<file path="src/rtl/ascii_uart_tx.sv">
// 8N1 UART transmitter with a small character FIFO in front of it.
// Characters enter through a valid/ready strobe and go out LSB first on tx.
module ascii_uart_tx #(
    parameter int CLKS_PER_BIT = 868,
    parameter int FIFO_DEPTH   = 4
) (
    input  logic                          clk,
    input  logic                          rst,
    input  logic [7:0]                    data_in,
    input  logic                          data_valid,
    output logic                          data_ready,
    output logic                          tx,
    output logic                          busy,
    output logic [$clog2(FIFO_DEPTH):0]   fifo_count
);

    localparam int AW = $clog2(FIFO_DEPTH);
    localparam int CW = $clog2(CLKS_PER_BIT);
    localparam logic [CW-1:0] BAUD_MAX = CW'(CLKS_PER_BIT - 1);
    localparam logic [AW:0]   FULL     = (AW + 1)'(FIFO_DEPTH);

    typedef enum logic [1:0] {IDLE, START, DATA, STOP} state_t;

    state_t          state, state_next;
    logic [7:0]      mem [FIFO_DEPTH];
    logic [AW-1:0]   wr_ptr, rd_ptr;
    logic [AW:0]     count;
    logic [CW-1:0]   baud, baud_next;
    logic [2:0]      bit_idx, bit_next;
    logic [7:0]      shift, shift_next;
    logic            tx_next;
    logic            push, pop;
    logic            fifo_empty, baud_end;

    assign data_ready = (count != FULL);
    assign push       = data_valid && data_ready;
    assign fifo_empty = (count == '0);
    assign baud_end   = (baud == BAUD_MAX);
    assign fifo_count = count;
    assign busy       = (state != IDLE);

    // Storage holds data only, so it carries no reset.
    always_ff @(posedge clk) begin
        if (push)
            mem[wr_ptr] <= data_in;
    end

    // Pointers wrap naturally because the depth is a power of two.
    always_ff @(posedge clk or posedge rst) begin
        if (rst) begin
            wr_ptr <= '0;
            rd_ptr <= '0;
            count  <= '0;
        end else begin
            if (push)
                wr_ptr <= wr_ptr + 1'b1;
            if (pop)
                rd_ptr <= rd_ptr + 1'b1;
            case ({push, pop})
                2'b10:   count <= count + 1'b1;
                2'b01:   count <= count - 1'b1;
                default: count <= count;
            endcase
        end
    end

    always_comb begin
        state_next = state;
        baud_next  = baud;
        bit_next   = bit_idx;
        shift_next = shift;
        pop        = 1'b0;
        case (state)
            IDLE: begin
                if (!fifo_empty) begin
                    pop        = 1'b1;
                    shift_next = mem[rd_ptr];
                    baud_next  = '0;
                    state_next = START;
                end
            end
            START: begin
                if (baud_end) begin
                    baud_next  = '0;
                    bit_next   = 3'd0;
                    state_next = DATA;
                end else begin
                    baud_next = baud + 1'b1;
                end
            end
            DATA: begin
                if (baud_end) begin
                    baud_next  = '0;
                    shift_next = {1'b0, shift[7:1]};
                    if (bit_idx == 3'd7)
                        state_next = STOP;
                    else
                        bit_next = bit_idx + 3'd1;
                end else begin
                    baud_next = baud + 1'b1;
                end
            end
            STOP: begin
                if (baud_end) begin
                    baud_next = '0;
                    if (!fifo_empty) begin
                        pop        = 1'b1;
                        shift_next = mem[rd_ptr];
                        state_next = START;
                    end else begin
                        state_next = IDLE;
                    end
                end else begin
                    baud_next = baud + 1'b1;
                end
            end
            default: state_next = IDLE;
        endcase

        // Line level follows the state being entered so tx stays a plain register.
        case (state_next)
            START:   tx_next = 1'b0;
            DATA:    tx_next = shift_next[0];
            default: tx_next = 1'b1;
        endcase
    end

    always_ff @(posedge clk or posedge rst) begin
        if (rst) begin
            state   <= IDLE;
            baud    <= '0;
            bit_idx <= 3'd0;
            tx      <= 1'b1;
        end else begin
            state   <= state_next;
            baud    <= baud_next;
            bit_idx <= bit_next;
            tx      <= tx_next;
        end
    end

    always_ff @(posedge clk) begin
        shift <= shift_next;
    end

endmodule

</file>
<file path="config.mk">
export PLATFORM = sky130hd
export DESIGN_NAME = ascii_uart_tx
export DESIGN_NICKNAME = d
export VERILOG_FILES = /design/src/rtl/ascii_uart_tx.sv
export SDC_FILE = /design/constraint.sdc
export NUM_CORES = 1
export LEC_CHECK = 0
export ABC_CLOCK_PERIOD_IN_PS = 2830
export CAP_MARGIN = 15
export CORE_ASPECT_RATIO = 1.25
export CORE_UTILIZATION = 40
export CTS_CLUSTER_SIZE = 28
export DETAILED_ROUTE_END_ITERATION = 10
export DONT_BUFFER_PORTS = 1
export GPL_ROUTABILITY_DRIVEN = 1
export SYNTH_ARGS = -nofsm -noshare
export SYNTH_HDL_FRONTEND = slang
export SYNTH_SLANG_ARGS = --single-unit
</file>
<file path="constraint.sdc">
create_clock -name clk -period 2.83 [get_ports clk]
set_clock_uncertainty 0.15 [all_clocks]
set_input_delay 0.283 -clock clk [delete_from_list [all_inputs] [get_ports clk]]
set_output_delay 0.283 -clock clk [all_outputs]
set_load 0.05 [all_outputs]
</file>
### Word-level counts from Yosys, hierarchy flattened

Memories as Yosys holds them, arrays and structs flattened.
Cells that the tools add are included.

* $add $sub $neg: 6
* multipliers: 0
* div/mod/pow operators: 0
* magnitude comparators: 0
* equality and inequality tests: 15
* shift-type cells: 0
* multiplexer cells: 25
* bitwise operators: 0
* reductions and logical operators: 10

Operator list (count)
* 8-bit 2-to-1 mux: 3
* 8-bit case mux with 3 select lines: 1
* 10-bit 2-to-1 mux: 2
* 10-bit case mux with 2 select lines: 1
* 3-bit case mux with 2 select lines: 2
* 10-bit by 1-bit adder with 10-bit output (second input constant): 1
* 10-bit == test (second input constant): 1
* 2-bit 2-to-1 mux: 5
* 2-bit != test (second input constant): 5
* 3-bit 2-to-1 mux: 3
* 2-bit == test (second input constant): 4
* 2-bit case mux with 4 select lines: 1
* 3-bit by 1-bit adder with 3-bit output (second input constant): 2
* 2-bit by 1-bit == test with 1-bit output (second input constant): 3
* 2-bit nonzero test: 3
* 1-bit 2-to-1 mux: 5
* 2-bit by 1-bit adder with 2-bit output (second input constant): 2
* 1-bit case mux with 2 select lines: 2
* 4-bit AND reduction: 1
* 3-bit == test (second input constant): 1
* 3-bit logical NOT: 1
* 3-bit != test (second input constant): 1
* 3-bit AND reduction: 1
* 3-bit nonzero test: 1
* other kinds (4): 4

* flip-flop bits (word level): 31
* latch bits: 0
* bits in writable memories: 32
* bits in read-only memories: 0
* input bits: 11
* logic and storage cells: 66
* memories kept: 1

Memories
* mem: depth 4, bits a word 8, rd ports 1, clocked after Yosys merged registers in 0, wr ports 1, RTL line 25 `logic [7:0] mem [FIFO_DEPTH];`

### Depth between registers and ports, before layout

Gate-level depths: netlist of run 1.

* word-level depth: 6
* mapped depth: 10

### Worst setup path before layout of run 1

No wires, ideal clock.

* path type: register to register
* start point: register count[2] (netlist: fifo_count[2])
* end point: register count[2] (netlist: fifo_count[2])
* setup time: 82 ps
* arrival time: 2569 ps
* required time: 2598 ps
* setup slack: 29 ps
* stages on the path, launching flop included: 9
* clock period less this slack: 2801 ps
* cells stage by stage: dfrtp_1 > nand3_1 > nand2_1 > ha_1 > inv_1 > fa_1 > xor2_1 > nor2_1 > xor2_1

RTL lines
* start: declaration: RTL line 27 `logic [AW:0] count;`
* start signal: assignment: RTL line 60 `2'b10: count <= count + 1'b1;`
* start signal: assignment: RTL line 61 `2'b01: count <= count - 1'b1;`
* start signal: assignment: RTL line 62 `default: count <= count;`
* 3-bit != test (*): RTL line 35 `assign data_ready = (count != FULL);`
* net data_ready: RTL line 11 `output logic data_ready,`
* 1-bit logical AND (*): RTL line 36 `assign push = data_valid && data_ready;`
* 2-bit by 1-bit == test with 1-bit output / 2-bit == test (equally long branches): RTL line 59 `case ({push, pop})`
* 3-bit case mux with 2 select lines / 2-bit nonzero test (equally long branches)

The timed path passes the listed nets; every way through them passes the cells marked *.
A chain may end at the register's enable or synchronous reset.

### Worst setup path after layout of run 1

* start point: register baud[0]
* end point: register count[2] (netlist: fifo_count[2])

* longest elaborated chain between the ends: 5

Ends and longest elaborated chain
* start: declaration: RTL line 28 `logic [CW-1:0] baud, baud_next;`
* start signal: assignment: RTL line 136 `baud <= baud_next;`
* 10-bit == test (*): RTL line 38 `assign baud_end = (baud == BAUD_MAX);`
* 1-bit 2-to-1 mux (*): RTL line 104 `if (baud_end) begin`
* 1-bit case mux with 2 select lines (*): RTL line 73 `case (state)`
* net pop: RTL line 32 `logic push, pop;`
* 2-bit by 1-bit == test with 1-bit output / 2-bit == test (equally long branches): RTL line 59
* 3-bit case mux with 2 select lines / 2-bit nonzero test (equally long branches)

Marks and branches as above.

==> out/results.ini, run 1 <==
[die]
die_y_um = 98.79
fp.dieW_um = 79.43
die-area_mm2 = 0.007847
rows = 34
coreArea_mm2 = 0.007104
io_pins = 17
start_util_pct = 42.20

[yosys]
syn-instance-count = 228
ys_seq_area_share_pct = 58.97
syn_nets = 253
synth_seq_cells = 63
synth_most_common_cell = edfxtp_1
synth_edf_count = 39
synthTopCellsByArea = edfxtp_1 39%, dfrtp_1 18%, mux4_2 6.0%
avgSynthCellArea_um2 = 13.15
synth_top_area_cell = edfxtp_1
synth-main-ff-cell = edfxtp_1
ys_async_sr_fraction_pct = 36.51
netlist_top_cells_count = 39 x edfxtp_1, 25 x o21ai_0, 22 x dfrtp_1, 19 x nand2_1, 14 x inv_1
synth_top_area_share_pct = 39.07
ys_warn_count = 0
post_synth_instance_area_mm2 = 0.002998
synth_cell_types = 47

[clock_tree]
clk_pin_slew_ns = 0.08
cts-buffers-inserted = 9
clk_latency_ns = 0.35
htree_levels = 3
root_buffer = clkbuf_8
clock_sinks = 63
clk_path_buf_depth = 2
cts_tree = yes
post_cts_buffers = 0

[power_and_ir_drop]
power.density_mw_per_mm2 = 934.0
p_comb_share_pct = 32.7
p_leak_uw = 0.001280
power_frac_clock_pct = 22.1
p_int_uw = 2029
net-switching-power_uw = 1189
swShare_pct = 36.95
ir_drop_uv = 484.7
p_seq_share_pct = 45.2

[global_route]
globalRouteTotalUtil_pct = 16.32
grt_pass1_wl_um = 9535
grt_max_degree = 24
overflow = 0
grt_pass1_vias = 1900
antenna_found_initial = 0

[detailed_routing]
routed-wl-met2_um = 2715
wl_per_cell_um = 15.49
dr_total_vias = 1865
drtAntennaViolNets = 0
drt-initial-drc-count = 103
finalWirelength_um = 5390
drc = 0
highest_layer = met4
wl_met1_um = 2431
vias_per_cell = 5.359
dr.pass1.iters = 4
met3_length_um = 121

[flow_run]
max_cap_violations = 0

[timing]
tightest_slew_ns = 0.9045
relSlewSlack_pct = 39.64
finalHoldViolCount = 0
fin_ws_ns = 0.2726
rsz0062_at_grt = false
fmax_mhz = 391.0
fin_crit_ns = 2.557
tns_ns = 0
drv_slew = 0
fin_crit_sh_pct = 90.37
setup_viol = 0

[hold_path]
min_path_type = in -> reg

[layout]
diodes = 0
num-nets-final = 278
postLayoutCellArea_mm2 = 0.003446
drive_gt1_share_pct = 17.83
fillCellCount = 632
area_growth_pct = 14.94

[setup_path]
slowest_delay_ns = 0.41
required_ns = 2.95
cp_max_fo = 5
regToRegSetupSlack_ns = 0.27
path_cells = ha_1 -> nor3b_4 -> a41oi_1 -> nor3_2 -> ha_1 -> inv_1 -> fa_1 -> xor2_1 -> nor2_1 -> xor2_1
critPathArrivalTime_ns = 2.68
critPathLaunchType = flop
setup.worst_path.end_class = flop
critical_path_class = reg -> reg
worst_path_max_delay_cell = dfrtp_1

[outcome]
status = finished clean

[place]
post-place-ws_ns = 0.2176
finalWeightedCongestion = 0.7647
postPlaceCellArea_mm2 = 0.003172
dp_hpwl_um = 3735
numPortBuffers = 0

==> sequential cells by signal, summed over array words and instances (netlist names) <==
| name | count |
|---|---|
| baud | 10 |
| bit_idx | 3 |
| fifo_count | 3 |
| mem | 32 |
| rd_ptr | 2 |
| shift | 8 |
| state | 2 |
| tx | 1 |
| wr_ptr | 2 |
==> logic make-up after synthesis <==
kind of cell	share of synthesized area [%]
AND/OR/NAND/NOR	11.23
AO/OA/AOI/OAI	10.02
adder cells (fa/ha/maj)	6.094
buffers and inverters	2.629
XOR/XNOR	2.337
multiplexers	8.723
flip-flops	58.97
==> power groups by stage <==
stage / logic, uW / clock network [uW] / registers (uW)
global placement: 1030 / 0 / 1470
finish: 1050 / 712 / 1460
global route: 1170 / 773 / 1500
floorplan: 765 / 0 / 1450
detailed placement: 1040 / 0 / 1480
CTS: 1060 / 731 / 1460
==> area by class of cell <==
cell class	instances	area, um2	area share, %
flip-flops and latches	63	1768	51.31
multi-input cells	145	1161	33.70
repair buffers	20	172.7	5.011
clock buffers	9	123.9	3.595
well taps	90	112.6	3.268
clock inverters	7	55.05	1.598
inverters	14	52.55	1.525
==> cell usage in the layout (no fill, tap or decap), drive strengths merged, types with 2 or more instances in the layout <==
cell	instances
clkinvlp	2
nand2	19
ha	13
mux4	8
nor2	7
xor2	5
o31ai	7
and2	3
a41oi	3
clkbuf	9
a21oi	4
buf	11
or3b	2
clkinv	2
and3	6
dlygate4sd3	9
nor3	6
o21ai	25
dfrtp	22
mux2i	7
nor3b	2
a31oi	2
nand4	2
inv	17
nand2b	2
edfxtp	39
nand3	6
xnor2	3
==> timing repair <==
| item | 4_1_cts | 5_1_grt |
|---|---|---|
| setup endpoints to repair | 0 | 1 |
| hold endpoints to repair | 54 | 0 |
| resized for setup | 0 | 1 |
| hold buffers | 9 | 0 |
==> path summary, 6_finish.rpt <==
kind / start / to / cells past startpoint
min in group asynchronous: rst / baud[0]$_DFFE_PP0P_ / 2
worst min-delay path: data_valid / wr_ptr[0]$_DFFE_PP0P_ / 2
worst min register to register: baud[6]$_DFFE_PP0P_ / baud[6]$_DFFE_PP0P_ / 1
max in group asynchronous: rst / bit_idx[2]$_DFFE_PP0P_ / 2
worst max register to register: baud[0]$_DFFE_PP0P_ / fifo_count[2]$_DFFE_PP0P_ / 10
worst max-delay path: baud[0]$_DFFE_PP0P_ / fifo_count[2]$_DFFE_PP0P_ / 10
==> per-layer routing <==
metal,global-route usage (%),up-vias
li1,-,907
met1,20.64,924
met2,25.58,26
met3,3.426,8
met4,9.650,0
met5,0,-
==> worst max-delay path: cells and delay by family (launching register included) <==
kind / cells / cell delay [ns]
buffers and inverters: 1 / 0.06
AOI/OAI and AO/OA: 1 / 0.19
DFF: 1 / 0.41
xor gates and xnor gates: 2 / 0.32
and+or+nand+nor: 3 / 0.54
adders and majority gates: 3 / 0.79
==> metrics by stage <==
stage               total power [uW]  cells  util (%)  hold WS (ns)
finish                          3219    348     48.50      0.007948
global route                    3435    348     48.50       0.02604
CTS                             3255    348     48.43    0.00005895
detailed placement              2525    323     44.65        0.2320
global placement                2504    323     44.65        0.2320
floorplan                       2219    228         -        0.1342
Power figures use the tool's default switching activity.
==> run 2, diff against run 1 <==
--- a/config.mk
+++ b/config.mk
@@ -7,12 +7,16 @@
 export LEC_CHECK = 0
 export ABC_CLOCK_PERIOD_IN_PS = 2830
 export CAP_MARGIN = 15
+export CELL_PAD_IN_SITES_DETAIL_PLACEMENT = 1
+export CELL_PAD_IN_SITES_GLOBAL_PLACEMENT = 2
 export CORE_ASPECT_RATIO = 1.25
 export CORE_UTILIZATION = 40
+export CTS_BUF_LIST = sky130_fd_sc_hd__clkbuf_2
 export CTS_CLUSTER_SIZE = 28
 export DETAILED_ROUTE_END_ITERATION = 10
 export DONT_BUFFER_PORTS = 1
 export GPL_ROUTABILITY_DRIVEN = 1
+export PLACE_DENSITY_LB_ADDON = 0.1
 export SYNTH_ARGS = -nofsm -noshare
 export SYNTH_HDL_FRONTEND = slang
 export SYNTH_SLANG_ARGS = --single-unit
==> run 2 against run 1 <==
Against the previous run:
- die area stayed put
- worst hold slack better by 0.073 ns
- wire length is 18% higher
- non-clock buffer count stayed put
- via count is 3.4% higher
- worst setup slack worse by 0.036 ns
- sequential power hardly changed
- fmax is 1.4% lower
- highest routed layer unchanged
- count of clock-buffer cells in the layout stayed put
- core utilization is 0.41 points lower
- clock power is 4.8% lower
- critical path depth stayed put
==> out/results.ini, run 2 (synthesis gave the netlist of run 1 again) <==
[place]
dp_hpwl_um = 4515  ; +21%
finalWeightedCongestion = 0.8127  ; +6.3%
numPortBuffers = 0  ; unchanged
postPlaceCellArea_mm2 = 0.003164  ; -0.24%
post-place-ws_ns = 0.1661  ; -0.05148 ns
dp_cells = 322  ; -0.31%

[setup_path]
critPathArrivalTime_ns = 2.88  ; +0.20 ns
r2r_cells = 10  ; unchanged
required_ns = 3.12  ; +0.17 ns
path_cells = ha_1 -> nor3b_4 -> a41oi_1 -> nor3_2 -> ha_1 -> inv_1 -> fa_1 -> xor2_1 -> nor2_1 -> xor2_1
worst_path_max_delay_cell = dfrtp_1
critPathLaunchType = flop
regToRegSetupSlack_ns = 0.24  ; -0.04 ns
cp_num_cells = 10  ; unchanged
cp_max_fo = 5  ; unchanged
critical_path_class = reg -> reg
setup.worst_path.end_class = flop
cp_top_family = adder cells
r2r-end = fifo_count[2]$_DFFE_PP0P_
cp_num_buf_inv = 1  ; unchanged
slowest_delay_ns = 0.45  ; +0.04 ns
r2r_start = baud[0]$_DFFE_PP0P_

[detailed_routing]
dr_total_vias = 1928  ; +3.4%
drt-initial-drc-count = 72  ; -30%
drtAntennaViolNets = 0  ; unchanged
vias_per_cell = 5.540  ; +3.4%
wl_per_cell_um = 18.26  ; +18%
drc = 0  ; unchanged
finalWirelength_um = 6356  ; +18%
dr.pass1.iters = 4  ; unchanged

[timing]
finalHoldViolCount = 0  ; unchanged
fin_ws_ns = 0.2371  ; -0.03552 ns
tightest_slew_ns = 0.9852  ; +0.08079 ns
fmax_mhz = 385.7  ; -1.4%
fin_crit_ns = 2.593  ; +0.03552 ns
whs_ns = 0.08101  ; +0.07306 ns
fin_crit_sh_pct = 91.62  ; +1.3 points
rsz0062_at_grt = false
tns_ns = 0  ; unchanged
drv_slew = 0  ; unchanged
relSlewSlack_pct = 33.62  ; -6.0 points
setup_viol = 0  ; unchanged

[flow_run]
max_cap_violations = 0  ; unchanged

[die]
start_util_pct = 42.20  ; unchanged
io_pins = 17  ; unchanged
die_y_um = 98.79  ; unchanged
coreArea_mm2 = 0.007104  ; unchanged
rows = 34  ; unchanged
fp.dieW_um = 79.43  ; unchanged
die-area_mm2 = 0.007847  ; unchanged

[layout]
instances_no_fill = 348  ; unchanged
drive_gt1_share_pct = 17.44  ; -0.39 points
num-nets-final = 278  ; unchanged
fillCellCount = 721  ; +14%
largest_reg_flops = 32  ; unchanged
final_common_cell = edfxtp_1
area_growth_pct = 13.98
diodes = 0  ; unchanged
regArea_mm2 = 0.001768  ; unchanged
layout_common_cells = 39 x edfxtp_1, 25 x o21ai_0, 22 x dfrtp_1
top_register = mem
reg.largest.list = mem x32, baud x10, shift x8
multi_input_area_mm2 = 0.001161  ; unchanged
postLayoutCellArea_mm2 = 0.003417  ; -0.83%

[global_route]
grt_pass1_vias = 2142  ; +13%
grt_max_degree = 24  ; unchanged
antenna_found_initial = 0  ; unchanged
globalRouteTotalUtil_pct = 18.59  ; +2.3 points
grt_pass1_wl_um = 10740  ; +13%
overflow = 0  ; unchanged

[power_and_ir_drop]
ir_drop_uv = 474.2  ; -2.2%
p_leak_uw = 0.001277  ; -0.28%
power.density_mw_per_mm2 = 939.0  ; +0.53%

[hold_path]
worstHoldStart = data_valid
holdPathStages = 1  ; -1
min_path_type = in -> reg
min_to = mem[1][6]$_DFFE_PP_

[clock_tree]
clk_path_buf_depth = 2  ; unchanged
clock_sinks = 63  ; unchanged
clk_latency_ns = 0.52  ; +0.17 ns
post_cts_buffers = 0  ; unchanged
htree_levels = 3  ; unchanged
clk_pin_slew_ns = 0.21  ; +0.13 ns
cts-buffers-inserted = 9  ; unchanged
cts_tree = yes
root_buffer = clkbuf_2

[outcome]
status = finished clean

-- run 2: worst max path at each step --
stage / from / end
6_report: baud[0]$_DFFE_PP0P_ / fifo_count[2]$_DFFE_PP0P_
5_1_grt: baud[0]$_DFFE_PP0P_ / fifo_count[2]$_DFFE_PP0P_
4_1_cts: baud[0]$_DFFE_PP0P_ / fifo_count[2]$_DFFE_PP0P_
3_5_place_dp: baud[0]$_DFFE_PP0P_ / fifo_count[2]$_DFFE_PP0P_
3_3_place_gp: baud[0]$_DFFE_PP0P_ / fifo_count[2]$_DFFE_PP0P_
2_1_floorplan: fifo_count[2]$_DFFE_PP0P_ / fifo_count[2]$_DFFE_PP0P_
-- run 2: area by class of cell --
type,instances,area share (%)
Clock inverter,7,3.003
Timing Repair Buffer,20,5.126
Inverter,14,1.538
Clock buffer,9,1.318
Sequential cell,63,51.74
Multi-Input combinational cell,145,33.98
Tap cell,90,3.295
-- run 2: report_power, final --
part           total, uW  internal, uW  switching (uW)
Sequential          1450          1240             217
Combinational       1080           459             618
Clock                678           303             375
-- run 2: worst reg2reg max path, stage by stage (launching register included) --
cell     delay (ns)
dfrtp_1        0.45
ha_1           0.20
nor3b_4        0.24
a41oi_1        0.18
nor3_2         0.21
ha_1           0.23
inv_1          0.06
fa_1           0.38
xor2_1         0.15
nor2_1         0.12
xor2_1         0.17
-- run 2: timing repair --
item,CTS,global route
resized for setup,0,1
hold buffers,10,0
endpoints found under the setup margin,0,1
endpoints found under the hold margin,56,0
-- run 2: through the flow --
step	power, uW	utilization, %
after floorplan	2219	-
after global placement	2472	44.54
after detailed placement	2549	44.54
after CTS	3255	48.03
after global routing	3396	48.10
final	3209	48.10
-- run 2: routing by layer --
metal | vias up | global-route usage, % | share of wire (%)
li1 | 907 | - | -
met1 | 982 | 20.09 | 40
met2 | 26 | 34.06 | 55
met3 | 13 | 3.611 | 2.4
met4 | 0 | 8.811 | 2.2
met5 | - | 0 | 0
==> run 3, diff against run 2 <==
==> constraint.sdc (replaced) <==
create_clock -name clk -period 2.83 [get_ports clk]
set_clock_uncertainty 0.15 [all_clocks]
set_input_delay 0.566 -clock clk [delete_from_list [all_inputs] [get_ports clk]]
set_output_delay 0.566 -clock clk [all_outputs]
set_load 0.05 [all_outputs]
==> run 3 against run 2 <==
Against the previous run:
- first-iteration DRC count fell by 13%
- die area did not move
- non-clock buffer count fell by 1
- flip-flop and latch count did not move
- sequential power barely moved
- worst hold slack improved by 0.036 ns
- largest cell class unchanged
- largest power group unchanged
==> out/results.ini, run 3 (synthesis gave the netlist of run 1 again) <==
[setup_path]
path_cells = ha_1 -> nor3b_4 -> a41oi_1 -> nor3_2 -> ha_1 -> inv_1 -> fa_1 -> xor2_1 -> nor2_1 -> xor2_1
regToRegSetupSlack_ns = 0.24  ; about the same
worst_path_max_delay_cell = dfrtp_1
cp_max_fo = 5  ; unchanged
slowest_delay_ns = 0.45  ; about the same
r2r-end = fifo_count[2]$_DFFE_PP0P_
required_ns = 3.12  ; about the same
setup.worst_path.end_class = flop
r2r_start = baud[0]$_DFFE_PP0P_
critPathArrivalTime_ns = 2.88  ; about the same
critical_path_class = reg -> reg
critPathLaunchType = flop
r2r_cells = 10  ; unchanged

[detailed_routing]
drt-initial-drc-count = 63  ; -13%
drc = 0  ; unchanged
dr_total_vias = 1917  ; -0.57%
routed-wl-met2_um = 3490  ; unchanged
met3_length_um = 164  ; +6.5%
finalWirelength_um = 6346  ; -0.16%
vias_per_cell = 5.524  ; -0.28%
wl_per_cell_um = 18.29  ; +0.13%
highest_layer = met4
drtAntennaViolNets = 0  ; unchanged
wl_met1_um = 2549  ; -0.89%
dr.pass1.iters = 4  ; unchanged

[layout]
num-nets-final = 277  ; -0.36%
final_common_cell = edfxtp_1
layout_common_cells = 39 x edfxtp_1, 25 x o21ai_0, 22 x dfrtp_1
fillCellCount = 721  ; unchanged
final_util_pct = 47.96  ; -0.14 points
reg.largest.list = mem x32, baud x10, shift x8
drive_gt1_share_pct = 17.51  ; +0.068 points
top_register = mem
area_growth_pct = 13.65
largest_reg_flops = 32  ; unchanged
diodes = 0  ; unchanged

[power_and_ir_drop]
power.density_mw_per_mm2 = 941.7  ; +0.29%
p_leak_uw = 0.001272  ; -0.33%
ir_drop_uv = 474.3  ; about the same

[timing]
fin_crit_sh_pct = 91.64  ; about the same
fmax_mhz = 385.6  ; about the same
fin_crit_ns = 2.593  ; +0.0003740 ns
finalHoldViolCount = 0  ; unchanged
tns_ns = 0  ; unchanged
drv_slew = 0  ; unchanged
tightest_slew_ns = 0.9888  ; +0.003582 ns
setup_viol = 0  ; unchanged
relSlewSlack_pct = 33.38  ; -0.24 points
rsz0062_at_grt = false

[hold_path]
min_path_type = in -> reg
min_to = wr_ptr[0]$_DFFE_PP0P_
worstHoldStart = data_valid
holdPathStages = 2  ; +1

[outcome]
status = finished clean

[clock_tree]
clk_pin_slew_ns = 0.20  ; about the same
cts-buffers-inserted = 9  ; unchanged
root_buffer = clkbuf_2
post_cts_buffers = 0  ; unchanged
cts_tree = yes
htree_levels = 3  ; unchanged
clk_latency_ns = 0.51  ; about the same
clk_path_buf_depth = 2  ; unchanged
clock_sinks = 63  ; unchanged

[die]
coreArea_mm2 = 0.007104  ; unchanged
fp.dieW_um = 79.43  ; unchanged
rows = 34  ; unchanged
die_y_um = 98.79  ; unchanged
io_pins = 17  ; unchanged
start_util_pct = 42.20  ; unchanged
die-area_mm2 = 0.007847  ; unchanged

[global_route]
grt_max_degree = 24  ; unchanged
antenna_found_initial = 0  ; unchanged
grt_pass1_wl_um = 10720  ; -0.13%
overflow = 0  ; unchanged
grt_pass1_vias = 2136  ; -0.28%
globalRouteTotalUtil_pct = 18.57  ; -0.020 points

[place]
dp_hpwl_um = 4515  ; unchanged
numPortBuffers = 0  ; unchanged
finalWeightedCongestion = 0.8127  ; unchanged

[flow_run]
max_cap_violations = 0  ; unchanged

-- run 3: worst max-delay path by stage --
stage / from / endpoint / slack, ns / cells after the start
after floorplan: fifo_count[2]$_DFFE_PP0P_ / fifo_count[2]$_DFFE_PP0P_ / 0.03 / 8
after global placement: baud[0]$_DFFE_PP0P_ / fifo_count[2]$_DFFE_PP0P_ / 0.35 / 10
after detailed placement: baud[0]$_DFFE_PP0P_ / fifo_count[2]$_DFFE_PP0P_ / 0.17 / 10
after CTS: baud[0]$_DFFE_PP0P_ / fifo_count[2]$_DFFE_PP0P_ / 0.12 / 10
after global routing: baud[0]$_DFFE_PP0P_ / fifo_count[2]$_DFFE_PP0P_ / 0.05 / 10
final: baud[0]$_DFFE_PP0P_ / fifo_count[2]$_DFFE_PP0P_ / 0.24 / 10
-- run 3: per-stage QoR --
| step | hold slack, ns | power, uW | cells | setup slack (ns) | instance area [um2] |
|---|---|---|---|---|---|
| after CTS | 0.06025 | 3254 | 347 | 0.1180 | 3402 |
| after global placement | 0.3369 | 2472 | 322 | 0.3462 | 3164 |
| final | 0.1173 | 3209 | 347 | 0.2367 | 3407 |
| after floorplan | 0.3021 | 2219 | 228 | 0.02945 | 2998 |
| after detailed placement | 0.3355 | 2549 | 322 | 0.1661 | 3164 |
| after global routing | 0.1036 | 3394 | 347 | 0.04643 | 3407 |
-- run 3: report_power, final --
| group | leakage, uW | internal, uW | switching [uW] |
|---|---|---|---|
| combinational | 0.000524 | 459 | 619 |
| clock | 0.0000835 | 303 | 375 |
| sequential | 0.000665 | 1240 | 217 |
-- run 3: repair_timing --
action                     in CTS  in global routing
setup endpoints to repair       0                  1
resized for setup               0                  1
hold buffers                    9                  0
hold endpoints to repair       54                  0
-- run 3: area by class of cell --
cell class                 instances  area [um2]  share of cell area (%)
multi-input combinational        145        1161                   34.08
timing repair buffer              19       165.2                   4.848
clock inverter                     7       102.6                   3.011
clock buffer                       9       45.04                   1.322
tap                               90       112.6                   3.305
sequential                        63        1768                   51.89
inverter                          14       52.55                   1.542
-- run 3: layer usage --
| layer | vias up | GRT usage (%) |
|---|---|---|
| li1 | 905 | - |
| met1 | 971 | 20.09 |
| met2 | 27 | 33.99 |
| met3 | 14 | 3.611 |
| met4 | 0 | 8.811 |
| met5 | - | 0 |
-- run 3: critical path, delay by kind of cell (launching register included) --
family                     cells  cell delay (ns)
xor gates and xnor gates       2             0.32
and+or+nand+nor                3             0.57
adders and majority gates      3             0.80
DFF                            1             0.45
buffers and inverters          1             0.06
AOI/OAI and AO/OA              1             0.18
